File: config.mk
export PLATFORM = sky130hd
export DESIGN_NAME = jtag_tap_sampled
export DESIGN_NICKNAME = d
export VERILOG_FILES = /design/src/rtl/jtag_tap_sampled_pkg.sv /design/src/rtl/jtag_edge_sync.sv /design/src/rtl/jtag_tap_sampled.sv
export SDC_FILE = /design/constraint.sdc
export NUM_CORES = 1
export LEC_CHECK = 0
export BUFFER_PORTS_ARGS = -buffer_cell sky130_fd_sc_hd__buf_4
export CORE_ASPECT_RATIO = 0.7
export CORE_MARGIN = 5
export CORE_UTILIZATION = 50
export DETAILED_ROUTE_END_ITERATION = 10
export PLACE_DENSITY = 0.84
export SYNTH_ARGS = -nofsm -noshare
export SYNTH_HDL_FRONTEND = slang
export SYNTH_SLANG_ARGS = --single-unit
File: constraint.sdc
create_clock -name clk -period 5.8 [get_ports clk]
set_clock_uncertainty 0.05 [all_clocks]
set_input_delay 1.16 -clock clk [delete_from_list [all_inputs] [get_ports clk]]
set_output_delay 1.16 -clock clk [all_outputs]
set_load 0.1 [all_outputs]
File: src/rtl/jtag_tap_sampled_pkg.sv
// Shared TAP definitions: IEEE 1149.1 state encodings and small helpers.
package jtag_tap_sampled_pkg;

   typedef enum logic [3:0] {
      EXIT2_DR         = 4'h0,
      EXIT1_DR         = 4'h1,
      SHIFT_DR         = 4'h2,
      PAUSE_DR         = 4'h3,
      SELECT_IR        = 4'h4,
      UPDATE_DR        = 4'h5,
      CAPTURE_DR       = 4'h6,
      SELECT_DR        = 4'h7,
      EXIT2_IR         = 4'h8,
      EXIT1_IR         = 4'h9,
      SHIFT_IR         = 4'hA,
      PAUSE_IR         = 4'hB,
      RUN_IDLE         = 4'hC,
      UPDATE_IR        = 4'hD,
      CAPTURE_IR       = 4'hE,
      TEST_LOGIC_RESET = 4'hF
   } tap_state_e;

   localparam int IDCODE_WIDTH = 32;

   function automatic logic is_shift(input tap_state_e s);
      return (s == SHIFT_IR) || (s == SHIFT_DR);
   endfunction

endpackage

File: src/rtl/jtag_edge_sync.sv
// Oversamples tck/tms/tdi into clk with equal-depth synchronizers and
// produces one-clk rise/fall strobes from the synchronized tck.
module jtag_edge_sync #(
   parameter int SYNC_STAGES = 2
) (
   input  logic clk,
   input  logic rst_n,
   input  logic tck,
   input  logic tms,
   input  logic tdi,
   output logic tms_s,
   output logic tdi_s,
   output logic tck_rise,
   output logic tck_fall
);

   logic [SYNC_STAGES-1:0] tck_q, tms_q, tdi_q;
   logic                   tck_d;

   always_ff @(posedge clk) begin
      if (!rst_n) begin
         tck_q <= '0;
         tms_q <= '0;
         tdi_q <= '0;
         tck_d <= 1'b0;
      end else begin
         tck_q <= {tck_q[SYNC_STAGES-2:0], tck};
         tms_q <= {tms_q[SYNC_STAGES-2:0], tms};
         tdi_q <= {tdi_q[SYNC_STAGES-2:0], tdi};
         tck_d <= tck_q[SYNC_STAGES-1];
      end
   end

   // Same depth on all three lines keeps tms/tdi aligned with the tck strobe.
   assign tms_s    = tms_q[SYNC_STAGES-1];
   assign tdi_s    = tdi_q[SYNC_STAGES-1];
   assign tck_rise = tck_q[SYNC_STAGES-1] & ~tck_d;
   assign tck_fall = ~tck_q[SYNC_STAGES-1] & tck_d;

endmodule

File: src/rtl/jtag_tap_sampled.sv
// JTAG TAP slave clocked by the system clock: TAP FSM, IR, IDCODE/BYPASS/USER
// data registers and tdo mux, all advanced by oversampled tck strobes.
module jtag_tap_sampled
   import jtag_tap_sampled_pkg::*;
#(
   parameter int                 IR_WIDTH     = 4,
   parameter logic [31:0]        IDCODE_VALUE = 32'h149511C3,
   parameter int                 USER_WIDTH   = 32,
   parameter int                 SYNC_STAGES  = 2,
   parameter logic [IR_WIDTH-1:0] INSTR_IDCODE = IR_WIDTH'(4'h1),
   parameter logic [IR_WIDTH-1:0] INSTR_USER   = IR_WIDTH'(4'h8)
) (
   input  logic                  clk,
   input  logic                  rst_n,
   input  logic                  tck,
   input  logic                  tms,
   input  logic                  tdi,
   output logic                  tdo,
   output logic                  tdo_oe,
   input  logic [USER_WIDTH-1:0] user_capture_data,
   output logic [USER_WIDTH-1:0] user_update_data,
   output logic                  user_update_valid,
   output logic [3:0]            tap_state,
   output logic [IR_WIDTH-1:0]   ir_value
);

   logic tms_s, tdi_s, tck_rise, tck_fall;

   jtag_edge_sync #(.SYNC_STAGES(SYNC_STAGES)) u_sync (
      .clk      (clk),
      .rst_n    (rst_n),
      .tck      (tck),
      .tms      (tms),
      .tdi      (tdi),
      .tms_s    (tms_s),
      .tdi_s    (tdi_s),
      .tck_rise (tck_rise),
      .tck_fall (tck_fall)
   );

   tap_state_e                  state_q, state_d;
   logic [IR_WIDTH-1:0]         ir_sr, ir_q;
   logic [IDCODE_WIDTH-1:0]     id_sr;
   logic                        bp_sr;
   logic [USER_WIDTH-1:0]       usr_sr;
   logic                        sel_id, sel_usr, dr_lsb, tdo_d;

   always_ff @(posedge clk) begin
      if (!rst_n) state_q <= TEST_LOGIC_RESET;
      else        state_q <= state_d;
   end

   always_comb begin
      state_d = state_q;
      if (tck_rise) begin
         case (state_q)
            TEST_LOGIC_RESET: state_d = tms_s ? TEST_LOGIC_RESET : RUN_IDLE;
            RUN_IDLE:         state_d = tms_s ? SELECT_DR : RUN_IDLE;
            SELECT_DR:        state_d = tms_s ? SELECT_IR : CAPTURE_DR;
            CAPTURE_DR:       state_d = tms_s ? EXIT1_DR  : SHIFT_DR;
            SHIFT_DR:         state_d = tms_s ? EXIT1_DR  : SHIFT_DR;
            EXIT1_DR:         state_d = tms_s ? UPDATE_DR : PAUSE_DR;
            PAUSE_DR:         state_d = tms_s ? EXIT2_DR  : PAUSE_DR;
            EXIT2_DR:         state_d = tms_s ? UPDATE_DR : SHIFT_DR;
            UPDATE_DR:        state_d = tms_s ? SELECT_DR : RUN_IDLE;
            SELECT_IR:        state_d = tms_s ? TEST_LOGIC_RESET : CAPTURE_IR;
            CAPTURE_IR:       state_d = tms_s ? EXIT1_IR  : SHIFT_IR;
            SHIFT_IR:         state_d = tms_s ? EXIT1_IR  : SHIFT_IR;
            EXIT1_IR:         state_d = tms_s ? UPDATE_IR : PAUSE_IR;
            PAUSE_IR:         state_d = tms_s ? EXIT2_IR  : PAUSE_IR;
            EXIT2_IR:         state_d = tms_s ? UPDATE_IR : SHIFT_IR;
            UPDATE_IR:        state_d = tms_s ? SELECT_DR : RUN_IDLE;
         endcase
      end
   end

   // Any opcode that is neither IDCODE nor USER falls through to BYPASS.
   always_comb begin
      sel_id  = (ir_q == INSTR_IDCODE);
      sel_usr = !sel_id && (ir_q == INSTR_USER);
      dr_lsb  = bp_sr;
      if (sel_id)       dr_lsb = id_sr[0];
      else if (sel_usr) dr_lsb = usr_sr[0];
      tdo_d = 1'b0;
      if (state_q == SHIFT_IR)      tdo_d = ir_sr[0];
      else if (state_q == SHIFT_DR) tdo_d = dr_lsb;
   end

   always_ff @(posedge clk) begin
      if (!rst_n) begin
         ir_sr             <= '0;
         ir_q              <= INSTR_IDCODE;
         id_sr             <= '0;
         bp_sr             <= 1'b0;
         usr_sr            <= '0;
         tdo               <= 1'b0;
         tdo_oe            <= 1'b0;
         user_update_data  <= '0;
         user_update_valid <= 1'b0;
      end else begin
         user_update_valid <= 1'b0;
         if (tck_rise) begin
            case (state_q)
               CAPTURE_IR: ir_sr <= IR_WIDTH'(2'b01);
               SHIFT_IR:   ir_sr <= IR_WIDTH'({tdi_s, ir_sr} >> 1);
               CAPTURE_DR: begin
                  if (sel_id)       id_sr  <= IDCODE_VALUE;
                  else if (sel_usr) usr_sr <= user_capture_data;
                  else              bp_sr  <= 1'b0;
               end
               SHIFT_DR: begin
                  if (sel_id)       id_sr  <= {tdi_s, id_sr[IDCODE_WIDTH-1:1]};
                  else if (sel_usr) usr_sr <= USER_WIDTH'({tdi_s, usr_sr} >> 1);
                  else              bp_sr  <= tdi_s;
               end
               default: ;
            endcase
            // Updates fire on entry to the Update/TLR states.
            if (state_d == UPDATE_IR)        ir_q <= ir_sr;
            if (state_d == TEST_LOGIC_RESET) ir_q <= INSTR_IDCODE;
            if (state_d == UPDATE_DR && sel_usr) begin
               user_update_data  <= usr_sr;
               user_update_valid <= 1'b1;
            end
         end else if (tck_fall) begin
            tdo    <= tdo_d;
            tdo_oe <= is_shift(state_q);
         end
      end
   end

   assign tap_state = state_q;
   assign ir_value  = ir_q;

endmodule
# == After elaboration in Yosys (flattened, before gate mapping) ==
# Index checks and enable logic that the tools add are counted.
# op_classes
bitwise_logic,5
n_addsub,0
eq_ne,28
order_cmp,0
div_mod_pow,0
multipliers,0
shifts,0
n_reduce_logical,19
n_mux,35
# op_table
operator,n
$mux 32,6
$pmux 32 s2,2
$pmux 4 s12,1
$eq 4x4->1 const B,11
$eq 4x3->1 const B,5
$mux 4,4
$ne 2x2->1 const B,8
$mux 2,6
$mux 3,4
$reduce_and 6->1,2
$mux 1,10
$reduce_and 2->1,5
$eq 4x1->1 const B,2
$eq 4x2->1 const B,2
$pmux 4 s2,1
$reduce_bool 2->1,3
$logic_not 4->1,1
$reduce_and 4->1,1
$reduce_or 2->1,2
$not 1->1,3
$reduce_or 3->1,1
$and 1x1->1,2
$logic_and 1x1->1,2
$pmux 1 s2,1
other kinds (2),2
# word_totals
input_bits,37
memories,0
mem_bits_rw,0
latch_bits,0
out_inout_bits,43
mem_bits_ro,0
register_bits,119

# == Depth between registers and ports, before layout ==
# Gate-level depths: netlist of run 1.
# logic_depth
ltp_word,7
ltp_mapped,8

# == By module ==
# From an unflattened synthesis of run 1, not the netlist that was laid out.
# unflattened
hier_cells,576
area_unflattened_um2,5033.6
# modules_own_cells
module,instances,seq_area_each_um2,cells_each,area_per_inst_um2
jtag_tap_sampled,1,2242.2,560,4837.1
jtag_edge_sync,1,140.1,16,196.4

# == Least setup slack after synthesis of run 1 ==
# Ideal clock, no wire load.
# synth_timing
path_type,reg-to-reg
from,"reg ir_q[3], in the netlist ir_value[3]"
to,reg user_update_data[9]
stages_incl_launch_ff,8
arrival_ps,2350
period_less_slack_ps,2532
path_buffers,2
slack_ps,3268
path_cell_list,dfxtp_1 -> or4b_1 -> buf_2 -> nor3_2 -> nand3_1 -> clkbuf_1 -> o21ai_1 -> a21oi_1
# synth_between
elab_chain_len,5
elab_cells_between_ends,6
cone_classes,eq/ne: 2; reduce/logical: 4
# synth_rtl
item,line_no,text
from (decl),jtag_tap_sampled.sv:42,"logic [IR_WIDTH-1:0] ir_sr, ir_q;"
from (signal assigned),jtag_tap_sampled.sv:119,if (state_d == UPDATE_IR) ir_q <= ir_sr;
$eq 4x1->1,jtag_tap_sampled.sv:79,sel_id = (ir_q == INSTR_IDCODE);
$logic_not 1->1,jtag_tap_sampled.sv:80,sel_usr = !sel_id && (ir_q == INSTR_USER);
$logic_and 1x1->1 *,jtag_tap_sampled.sv:80,
$logic_and 1x1->1 *,jtag_tap_sampled.sv:121,if (state_d == UPDATE_DR && sel_usr) begin
$reduce_and 2->1 (no source line) *,n/a,
to (signal assigned),jtag_tap_sampled.sv:122,user_update_data <= usr_sr;
to (decl),jtag_tap_sampled.sv:21,"output logic [USER_WIDTH-1:0] user_update_data,"
# Mark *: on every way between the ends. The rest lies on a longest branch, timed or not.
# A chain may end at the register's enable or synchronous reset.

# == Worst setup path in the final report of run 1 ==
# layout_timing
from,"reg state_q[2], in the netlist tap_state[2]"
to,out tap_state[2]
# layout_lines
item,line_no,text
from (decl),jtag_tap_sampled.sv:41,"tap_state_e state_q, state_d;"
from (signal assigned),jtag_tap_sampled.sv:50,else state_q <= state_d;
to (decl),jtag_tap_sampled.sv:23,"output logic [3:0] tap_state,"
# No word-level cell between the ends.

==> results of run 1 <==
## metal layers
metal	vias to the layer above	wire, µm
met5	-	0
li1	2166	-
met4	0	233
met3	22	1140
met2	215	5780
met1	2077	5460
## registers in the layout (all words and copies together), names as in the netlist
signal	cells
usr_sr	32
tdo	1
ir_sr	4
ir_value	4
user_update_valid	1
tdo_oe	1
id_sr	32
user_update_data	32
bp_sr	1
u_sync.tck_d	1
u_sync.tck_q	2
u_sync.tdi_q	2
tap_state	4
u_sync.tms_q	2
## layout make-up
cell class / count / area (µm²) / area share
Clock buffer: 22 / 454 / 0.0767
Tap cell: 124 / 155 / 0.0262
Multi-Input combinational cell: 409 / 2130 / 0.360
Sequential cell: 119 / 2380 / 0.402
Inverter: 4 / 15.0 / 0.00253
Clock inverter: 9 / 126 / 0.0213
Timing Repair Buffer: 88 / 661 / 0.112
## power by group through the flow
stage	logic [mW]	registers [mW]	clock network, mW
5_1_grt	0.0901	0.831	1.09
3_5_place_dp	0.0822	0.848	0
6_report	0.0831	0.831	1.04
2_1_floorplan	0.0421	0.854	0
4_1_cts	0.0827	0.830	1.04
3_3_place_gp	0.0798	0.847	0
## path summary, 6_finish.rpt
| path | from | endpoint | slack [ns] | depth (start not counted) |
|---|---|---|---|---|
| setup / recovery | tap_state[2] | tap_state[2] | 3.03 | 1 |
| hold / removal | u_sync.tck_q[0] | u_sync.tck_q[1] | 0.38 | 1 |
| setup reg to reg | ir_value[0] | user_update_data[6] | 3.07 | 6 |
| hold reg to reg | u_sync.tck_q[0] | u_sync.tck_q[1] | 0.38 | 1 |
## cell families after synthesis
kind of cell	after synthesis	share of synthesized area
compound gates	146	0.185
flops	119	0.500
simple gates	260	0.254
buf+inv	59	0.0544
mux	3	0.00630
## cell usage after synthesis (3+ instances only)
cell and number:
mux2i_1 3, nor2b_1 3, nor3_1 27, a22o_1 4
buf_6 3, a21oi_1 60, o21ai_1 9, nand3_1 54
dfxtp_1 119, and2_1 8, nand3b_1 4, nor3b_1 3
buf_2 9, nor2_1 51, a311oi_1 31, o21ai_0 32
nand2_1 94, clkbuf_1 41, inv_1 4
==> impl_metrics.py, run 1 <==
metrics = {
    "pwr": {
        "ir_drop_mv": 0.219,
        "switching_share": 0.214,
        "pwr-share-clk": 0.532,
        "p_sw_uw": 418,
        "p_comb_frac": 0.043,
        "seq_power_share": 0.426,
        "p_per_area_mw_per_mm2": 329,
        "power.leakage_nw": 2.17,
        "p_int_mw": 1.53,
        "power_mw": 1.95,
    },
    "worst_setup_path": {
        "critPathArrivalTime_ns": 1.56,
        "crit_path_end_kind": "output port",
        "critPathMaxStageDelay_ns": 0.74,
        "path_cells": "buf_4",
        "cp-start-kind": "register",
        "cp_num_buf_inv": 1,
        "critPathMaxFanout": 21,
        "worstPathRequired_ns": 4.59,
        "slowest_stage": "dfxtp_1",
        "path_class": "register to output port",
        "cpLargestDelayFamily": "flip-flops",
    },
    "logic_synthesis": {
        "synthArstFlopShare": 0,
        "synth_area_mm2": 0.00476,
        "synth_nets": 624,
        "netlist_top_cells_area": "dfxtp_1 50%, nand2_1 7.4%, a21oi_1 6.3%",
        "synth.largest_area_cell": "dfxtp_1",
        "synth-edff-count": 0,
        "synth_top_area_frac": 0.500,
        "synthCells": 587,
        "ys_ff_latch": 119,
        "synth-warning-count": 0,
        "synth_cell_types": 39,
        "yosysSeqAreaShare": 0.500,
        "synthFlopType": "dfxtp_1",
        "avgSynthCellArea_um2": 8.11,
    },
    "floorplan": {
        "die_area_mm2": 0.0116,
        "row_count": 29,
        "core-area_mm2": 0.00918,
        "die_h_um": 91.7,
        "die_w_um": 127,
        "num_io_pins": 80,
        "start_util": 0.519,
    },
    "clock_tree": {
        "cts_root_buf": "clkbuf_16",
        "post_cts_buffers": 0,
        "cts_resized": 0,
        "cts_sinks": 119,
        "clock_latency_ns": 0.41,
        "ctsHoldBuffers": 0,
        "cts_tree": "yes",
        "cts.reportedPaths.clkPinSlew_ns": 0.05,
        "h-tree-depth": 4,
        "cts_buffer_depth": 2,
        "numCtsBuffers": 17,
    },
    "global_routing": {
        "grt_overflow": 0,
        "grt_max_degree": 65,
        "use_met3": 0.0557,
        "grt_pass1_vias": 4261,
        "grt.met2_usage": 0.331,
        "grtUsageMet1": 0.294,
        "grt_most_used_layer": "met2",
        "grt.total_usage": 0.219,
        "antenna_found_initial": 0,
        "grt_pass1_wl_mm": 20.6,
    },
    "detailed_routing": {
        "first_iter_violations": 552,
        "remaining_drc_errors": 0,
        "dr_total_vias": 4480,
        "ant_nets": 0,
        "first_pass_iters": 5,
        "vias_per_cell": 5.78,
        "wire_per_inst_um": 16.3,
        "drt-total-wl_mm": 12.6,
    },
    "sta": {
        "fin_ws_ns": 3.03,
        "rsz0062_at_grt": "false",
        "fin_crit_sh": 0.478,
        "max_freq_mhz": 361,
        "setup_tns_ns": 0,
        "hold_violations": 0,
        "finalCriticalPeriod_ns": 2.77,
        "relSlewSlack": 0.300,
        "drv_slew": 0,
        "setup_viol_count_final": 0,
        "worstMarginPinSlew_ns": 1.05,
        "fin_hold_ws_ns": 0.384,
    },
    "worst_hold_path": {
        "hold_class": "register to register",
    },
    "run_status": {
        "status": "complete, no violations",
    },
    "run": {
        "cap_violations": 0,
    },
    "cells_and_area": {
        "fin_cells": 775,
        "most-common-layout-cells": "119 x dfxtp_1, 94 x nand2_1, 88 x buf_4, 60 x a21oi_1, 54 x nand3_1",
        "final_net_count": 676,
        "fill_cells": 772,
        "antennaDiodeCount": 0,
        "finish.utilization": 0.645,
        "drive_above_1_share": 0.184,
        "stdcell_area_mm2": 0.00592,
        "mostFrequentLayoutCell": "dfxtp_1",
        "area_growth_pct": 24.4,
    },
    "place": {
        "portBuffers": 79,
        "post-place-ws_ns": 2.89,
        "place_inst": 744,
        "dpl-instance-area_mm2": 0.00534,
        "gp_congestion": 0.783,
        "dp_hpwl_mm": 7.92,
    },
}
Note: power is estimated with default switching activity, not from simulation.
==> run 2: changes to the inputs <==
- ABC_AREA: not set -> 1
- PLACE_DENSITY: 0.84 -> 0.87
- clock period: 5.8 -> 2.5 ns (I/O delays scaled with it)
==> run 2 against run 1 <==
- combinational power increased by 130%
- area after synthesis increased by 2.0%
- register-to-register slack got worse by 2.7 ns
- global-route usage decreased by 0.49 points
- critical endpoint is now user_update_data[19]
- highest routed layer unchanged
- utilization decreased by 1.3 points
- first-iteration DRC count increased by 8.9%
- cell area increased by 2.6%
==> impl_metrics.py, run 2 <==
metrics = {
    "logic_synthesis": {
        "synthFlopType": "dfxtp_1",
        "synth.largest_area_cell": "dfxtp_1",
        "synth_common_cells": "179 x nand2_1, 119 x dfxtp_1, 109 x nor2_1",
        "avgSynthCellArea_um2": 7.14,
        "synthSimpleGateAreaFrac": 0.273,
        "synth_cell_types": 24,
        "muxShareOfSynthArea": 0,
        "yosysSeqAreaShare": 0.490,
        "synth-warning-count": 0,
        "synth_fa_ha_area_frac": 0,
        "synth-edff-count": 0,
        "synth_xor_area_frac": 0,
        "synth_top_family_by_area": "simple AND/OR/NAND/NOR gates",
        "synth_area_mm2": 0.00486,
        "synth-compound-area-share": 0.146,
        "synth_most_common_cell": "nand2_1",
        "synth_top_area_frac": 0.490,
        "synthArstFlopShare": 0,
        "netlist_top_cells_area": "dfxtp_1 49%, nand2_1 14%, nor2_1 8.4%",
        "synthCells": 680,
        "ys_ff_latch": 119,
        "synth_nets": 717,
    },
    "floorplan": {
        "die_area_mm2": 0.0118,
        "core-area_mm2": 0.00961,
        "num_io_pins": 80,
        "row_count": 30,
        "die_w_um": 128,
        "start_util": 0.506,
        "die_h_um": 92.5,
    },
    "cells_and_area": {
        "drive_above_1_share": 0.174,
        "top_regs": "id_sr x32, user_update_data x32, usr_sr x32",
        "fill_cells": 786,
        "final_net_count": 782,
        "mostFrequentLayoutCell": "nand2_1",
        "multi_input_area_mm2": 0.00203,
        "seqCellArea_mm2": 0.00238,
        "antennaDiodeCount": 0,
        "area_growth_pct": 25.1,
        "finish.utilization": 0.633,
        "most-common-layout-cells": "179 x nand2_1, 119 x dfxtp_1, 109 x nor2_1, 87 x buf_4, 52 x inv_1",
    },
    "global_routing": {
        "grt_max_degree": 65,
        "antenna_found_initial": 0,
        "grt_pass1_vias": 4317,
        "grt_overflow": 0,
        "grt.total_usage": 0.214,
        "grt_pass1_wl_mm": 20.5,
    },
    "clock_tree": {
        "post_cts_buffers": 0,
        "numCtsBuffers": 17,
        "cts.reportedPaths.clkPinSlew_ns": 0.06,
        "cts_root_buf": "clkbuf_16",
        "cts_buffer_depth": 2,
        "clock_latency_ns": 0.41,
        "cts_sinks": 119,
        "cts_tree": "yes",
        "cts_resized": 0,
        "ctsHoldBuffers": 0,
        "h-tree-depth": 4,
    },
    "place": {
        "post-place-ws_ns": 0.437,
        "portBuffers": 79,
        "gp_congestion": 0.847,
        "dp_hpwl_mm": 7.73,
    },
    "sta": {
        "fin_ws_ns": 0.345,
        "max_freq_mhz": 464,
        "hold_violations": 0,
        "rsz0062_at_grt": "false",
        "finalCriticalPeriod_ns": 2.15,
        "setup_tns_ns": 0,
        "fin_hold_ws_ns": 0.216,
        "drv_slew": 0,
        "setup_viol_count_final": 0,
        "fin_crit_sh": 0.862,
        "relSlewSlack": 0.489,
        "worstMarginPinSlew_ns": 0.765,
    },
    "detailed_routing": {
        "wire_per_inst_um": 14.1,
        "dr_total_vias": 4719,
        "vias_per_cell": 5.33,
        "first_iter_violations": 601,
        "drt-total-wl_mm": 12.4,
        "ant_nets": 0,
        "remaining_drc_errors": 0,
        "first_pass_iters": 6,
    },
    "worst_setup_path": {
        "cp-start-kind": "register",
        "crit_path_end_kind": "register",
        "path_class": "register to register",
        "worstPathRequired_ns": 2.75,
        "critPathArrivalTime_ns": 2.41,
        "r2r_cells": 10,
        "critPathMaxFanout": 19,
    },
    "pwr": {
        "power_mw": 4.60,
        "seq_power_share": 0.418,
        "p_int_mw": 3.64,
        "ir_drop_mv": 0.432,
        "p_per_area_mw_per_mm2": 756,
        "power.leakage_nw": 2.99,
        "p_comb_frac": 0.042,
        "p_sw_uw": 961,
        "switching_share": 0.209,
        "pwr-share-clk": 0.540,
    },
    "run": {
        "cap_violations": 0,
    },
    "run_status": {
        "status": "complete, no violations",
    },
    "worst_hold_path": {
        "hold_depth": 3,
        "hold_class": "primary input to register",
    },
}
[run 2: logic make-up (layout without fill, tap and decap cells)]
logic type / after synthesis / count (layout)
compound gates: 129 / 129
simple gates: 331 / 331
buf+inv: 101 / 178
flops: 119 / 119
[run 2: metal layers]
metal	global-route usage	share of wire	routed length, µm	vias to the layer above
met3	0.0588	0.096	1190	25
met4	0.0928	0.018	226	0
li1	-	-	-	2317
met2	0.335	0.46	5780	262
met5	0	0	0	-
met1	0.277	0.42	5250	2115
[run 2: critical path, stage by stage (launching register included)]
cell,delay (ns)
dfxtp_1,0.64
inv_1,0.15
nor2_1,0.16
nand2_1,0.11
a21oi_2,0.21
o21bai_2,0.10
nand3_2,0.16
buf_4,0.26
nand2_1,0.09
nand2_1,0.06
nor2_1,0.04
[run 2: final timing paths]
check | startpoint | endpoint | slack (ns)
min | tms | u_sync.tms_q[0] | 0.22
max reg2reg | tap_state[2] | user_update_data[19] | 0.35
max | tap_state[2] | user_update_data[19] | 0.35
min reg2reg | u_sync.tms_q[0] | u_sync.tms_q[1] | 0.37
[run 2: through the flow]
step / std cells / area, µm²
2_1_floorplan: 680 / 4860
3_3_place_gp: 854 / 5470
3_5_place_dp: 854 / 5470
4_1_cts: 885 / 6080
5_1_grt: 885 / 6080
6_report: 885 / 6080
[run 2: final cells by class]
type	count	share of cell area
clock buffers	22	0.0797
repair buffers	88	0.111
multi-input cells	460	0.335
inverters	59	0.0364
flip-flops and latches	119	0.392
clock inverters	9	0.0202
well taps	128	0.0263
[run 2: power groups by stage]
stage                     sequential (mW)  clock (mW)  combinational [mW]
after detailed placement             1.96           0               0.189
after global routing                 1.92        2.60               0.209
final                                1.92        2.48               0.194
after CTS                            1.92        2.50               0.193
after floorplan                      1.99           0              0.0854
after global placement               1.96           0               0.185
==> run 3: changes to the inputs <==
- CORE_UTILIZATION: 50 -> 27
- PLACE_DENSITY: 0.87 -> not set
- RECOVER_POWER: not set -> 50
==> run 3 against run 2 <==
- hold slack improved by 0.010 ns
- register-to-register slack lost 0.07 ns
- cell area grew 0.33%
- die area grew 76%
- wire length decreased by 3.0%
- clock power is 4% lower
- maximum frequency shrank 3.3%
- count of clock-buffer cells in the layout decreased by 2
- first-iteration DRC count fell by 51%
- via count is 7.8% lower
- non-clock buffer count up 1
- global-route usage fell by 9.5 points
- critical path type unchanged
- largest cell class unchanged
- largest power group unchanged
==> impl_metrics.py, run 3 (same netlist as run 2, synthesis figures left out) <==
metrics = {
    "worst_setup_path": {
        "slowest_stage": "dfxtp_1",
        "r2r_cells": 11,
        "critPathMaxStageDelay_ns": 0.62,
        "path_cells": "inv_1 -> nand2_1 -> nor2_1 -> nor2_1 -> nand2_1 -> a21oi_2 -> nand3_2 -> buf_12 -> nand2_1 -> nand2_1 -> nor2_1",
        "cp_num_buf_inv": 2,
        "worstPathRequired_ns": 2.79,
        "cp-start-kind": "register",
        "cp_common_cell": "nand2_1",
        "reg2reg_to": "user_update_data[16]",
        "cpLargestDelayFamily": "simple AND/OR/NAND/NOR gates",
        "crit_path_end_kind": "register",
        "r2r_setup_slack_ns": 0.27,
        "timing.rr.start": "tap_state[2]",
        "critPathArrivalTime_ns": 2.52,
        "critPathMaxFanout": 33,
        "path_class": "register to register",
    },
    "place": {
        "post-place-ws_ns": 0.342,
        "gp_congestion": 0.829,
        "portBuffers": 79,
        "dp_hpwl_mm": 7.91,
    },
    "clock_tree": {
        "clock_latency_ns": 0.41,
        "cts_buffer_depth": 2,
        "numCtsBuffers": 17,
        "cts_root_buf": "clkbuf_16",
        "cts.reportedPaths.clkPinSlew_ns": 0.06,
        "cts_resized": 0,
        "cts_tree": "yes",
        "post_cts_buffers": 0,
        "ctsHoldBuffers": 0,
        "cts_sinks": 119,
        "h-tree-depth": 4,
    },
    "detailed_routing": {
        "ant_nets": 0,
        "drt-total-wl_mm": 12.1,
        "first_iter_violations": 293,
        "wire_per_inst_um": 12.1,
        "remaining_drc_errors": 0,
        "vias_per_cell": 4.37,
        "dr_total_vias": 4351,
        "first_pass_iters": 5,
    },
    "global_routing": {
        "grt.total_usage": 0.119,
        "grt_max_degree": 65,
        "grt_pass1_wl_mm": 20.1,
        "antenna_found_initial": 0,
        "grt_pass1_vias": 3963,
        "grt_overflow": 0,
    },
    "sta": {
        "rsz0062_at_grt": "false",
        "finalCriticalPeriod_ns": 2.23,
        "drv_slew": 0,
        "worstMarginPinSlew_ns": 1.19,
        "setup_tns_ns": 0,
        "hold_violations": 0,
        "setup_viol_count_final": 0,
        "relSlewSlack": 0.208,
        "max_freq_mhz": 449,
        "fin_ws_ns": 0.272,
        "fin_crit_sh": 0.891,
    },
    "floorplan": {
        "row_count": 41,
        "die_h_um": 122,
        "die_w_um": 170,
        "core-area_mm2": 0.0179,
        "start_util": 0.272,
        "num_io_pins": 80,
        "die_area_mm2": 0.0208,
    },
    "worst_hold_path": {
        "whs_endpoint": "u_sync.tms_q[0]",
        "hold_start": "tms",
        "hold_depth": 3,
        "hold_class": "primary input to register",
    },
    "cells_and_area": {
        "drive_above_1_share": 0.150,
        "area_growth_pct": 25.5,
        "fill_cells": 1950,
        "antennaDiodeCount": 0,
        "mostFrequentLayoutCell": "nand2_1",
        "final_net_count": 783,
        "top_regs": "id_sr x32, user_update_data x32, usr_sr x32",
        "most-common-layout-cells": "179 x nand2_1, 119 x dfxtp_1, 109 x nor2_1, 52 x inv_1, 49 x o21ai_0",
    },
    "pwr": {
        "power.leakage_nw": 2.88,
        "p_per_area_mw_per_mm2": 736,
        "ir_drop_mv": 0.382,
    },
    "run": {
        "cap_violations": 0,
    },
    "run_status": {
        "status": "complete, no violations",
    },
}
==> run 3: cell type report <==
class	count	area (µm²)	share of cell area
clock buffer	20	457	0.0749
clock inverter	12	128	0.0209
inverter	59	221	0.0363
multi-input combinational	460	2030	0.334
sequential	119	2380	0.391
tap	236	295	0.0484
timing repair buffer	89	581	0.0952
==> run 3: metrics by stage <==
step	instances	cell area, µm²	hold slack, ns	util	power, mW
after floorplan	680	4860	0.340	-	2.07
after global placement	963	5650	0.345	0.317	2.15
after detailed placement	963	5650	0.345	0.317	2.15
after CTS	995	6240	0.208	0.349	4.54
after global routing	995	6100	0.213	0.342	4.65
final	995	6100	0.226	0.342	4.49
==> run 3: per-layer routing <==
metal / global-route usage / vias to the layer above / share of wire
li1: - / 2309 / -
met1: 0.180 / 1929 / 0.54
met2: 0.161 / 109 / 0.40
met3: 0.0406 / 4 / 0.059
met4: 0.0299 / 0 / 0.0047
met5: 0 / - / 0
==> run 3: where the power goes <==
part	total (mW)	internal (mW)	switching (mW)
sequential	1.92	1.91	0.0128
combinational	0.185	0.0661	0.119
clock	2.38	1.51	0.869
==> run 3: worst min-delay path: cells and delay by family <==
family | cells | cell delay [ns]
buf+inv | 2 | 0.12
simple gates | 1 | 0.04
==> run 3: worst max path at each step <==
stage / startpoint / end / slack [ns] / cells past startpoint
floorplan: tap_state[2] / user_update_data[0] / 0.12 / 10
global placement: tap_state[2] / user_update_data[0] / 0.41 / 11
detailed placement: tap_state[2] / user_update_data[29] / 0.34 / 10
CTS: tap_state[2] / user_update_data[16] / 0.30 / 11
global route: tap_state[2] / user_update_data[14] / 0.05 / 11
finish: tap_state[2] / user_update_data[16] / 0.27 / 11
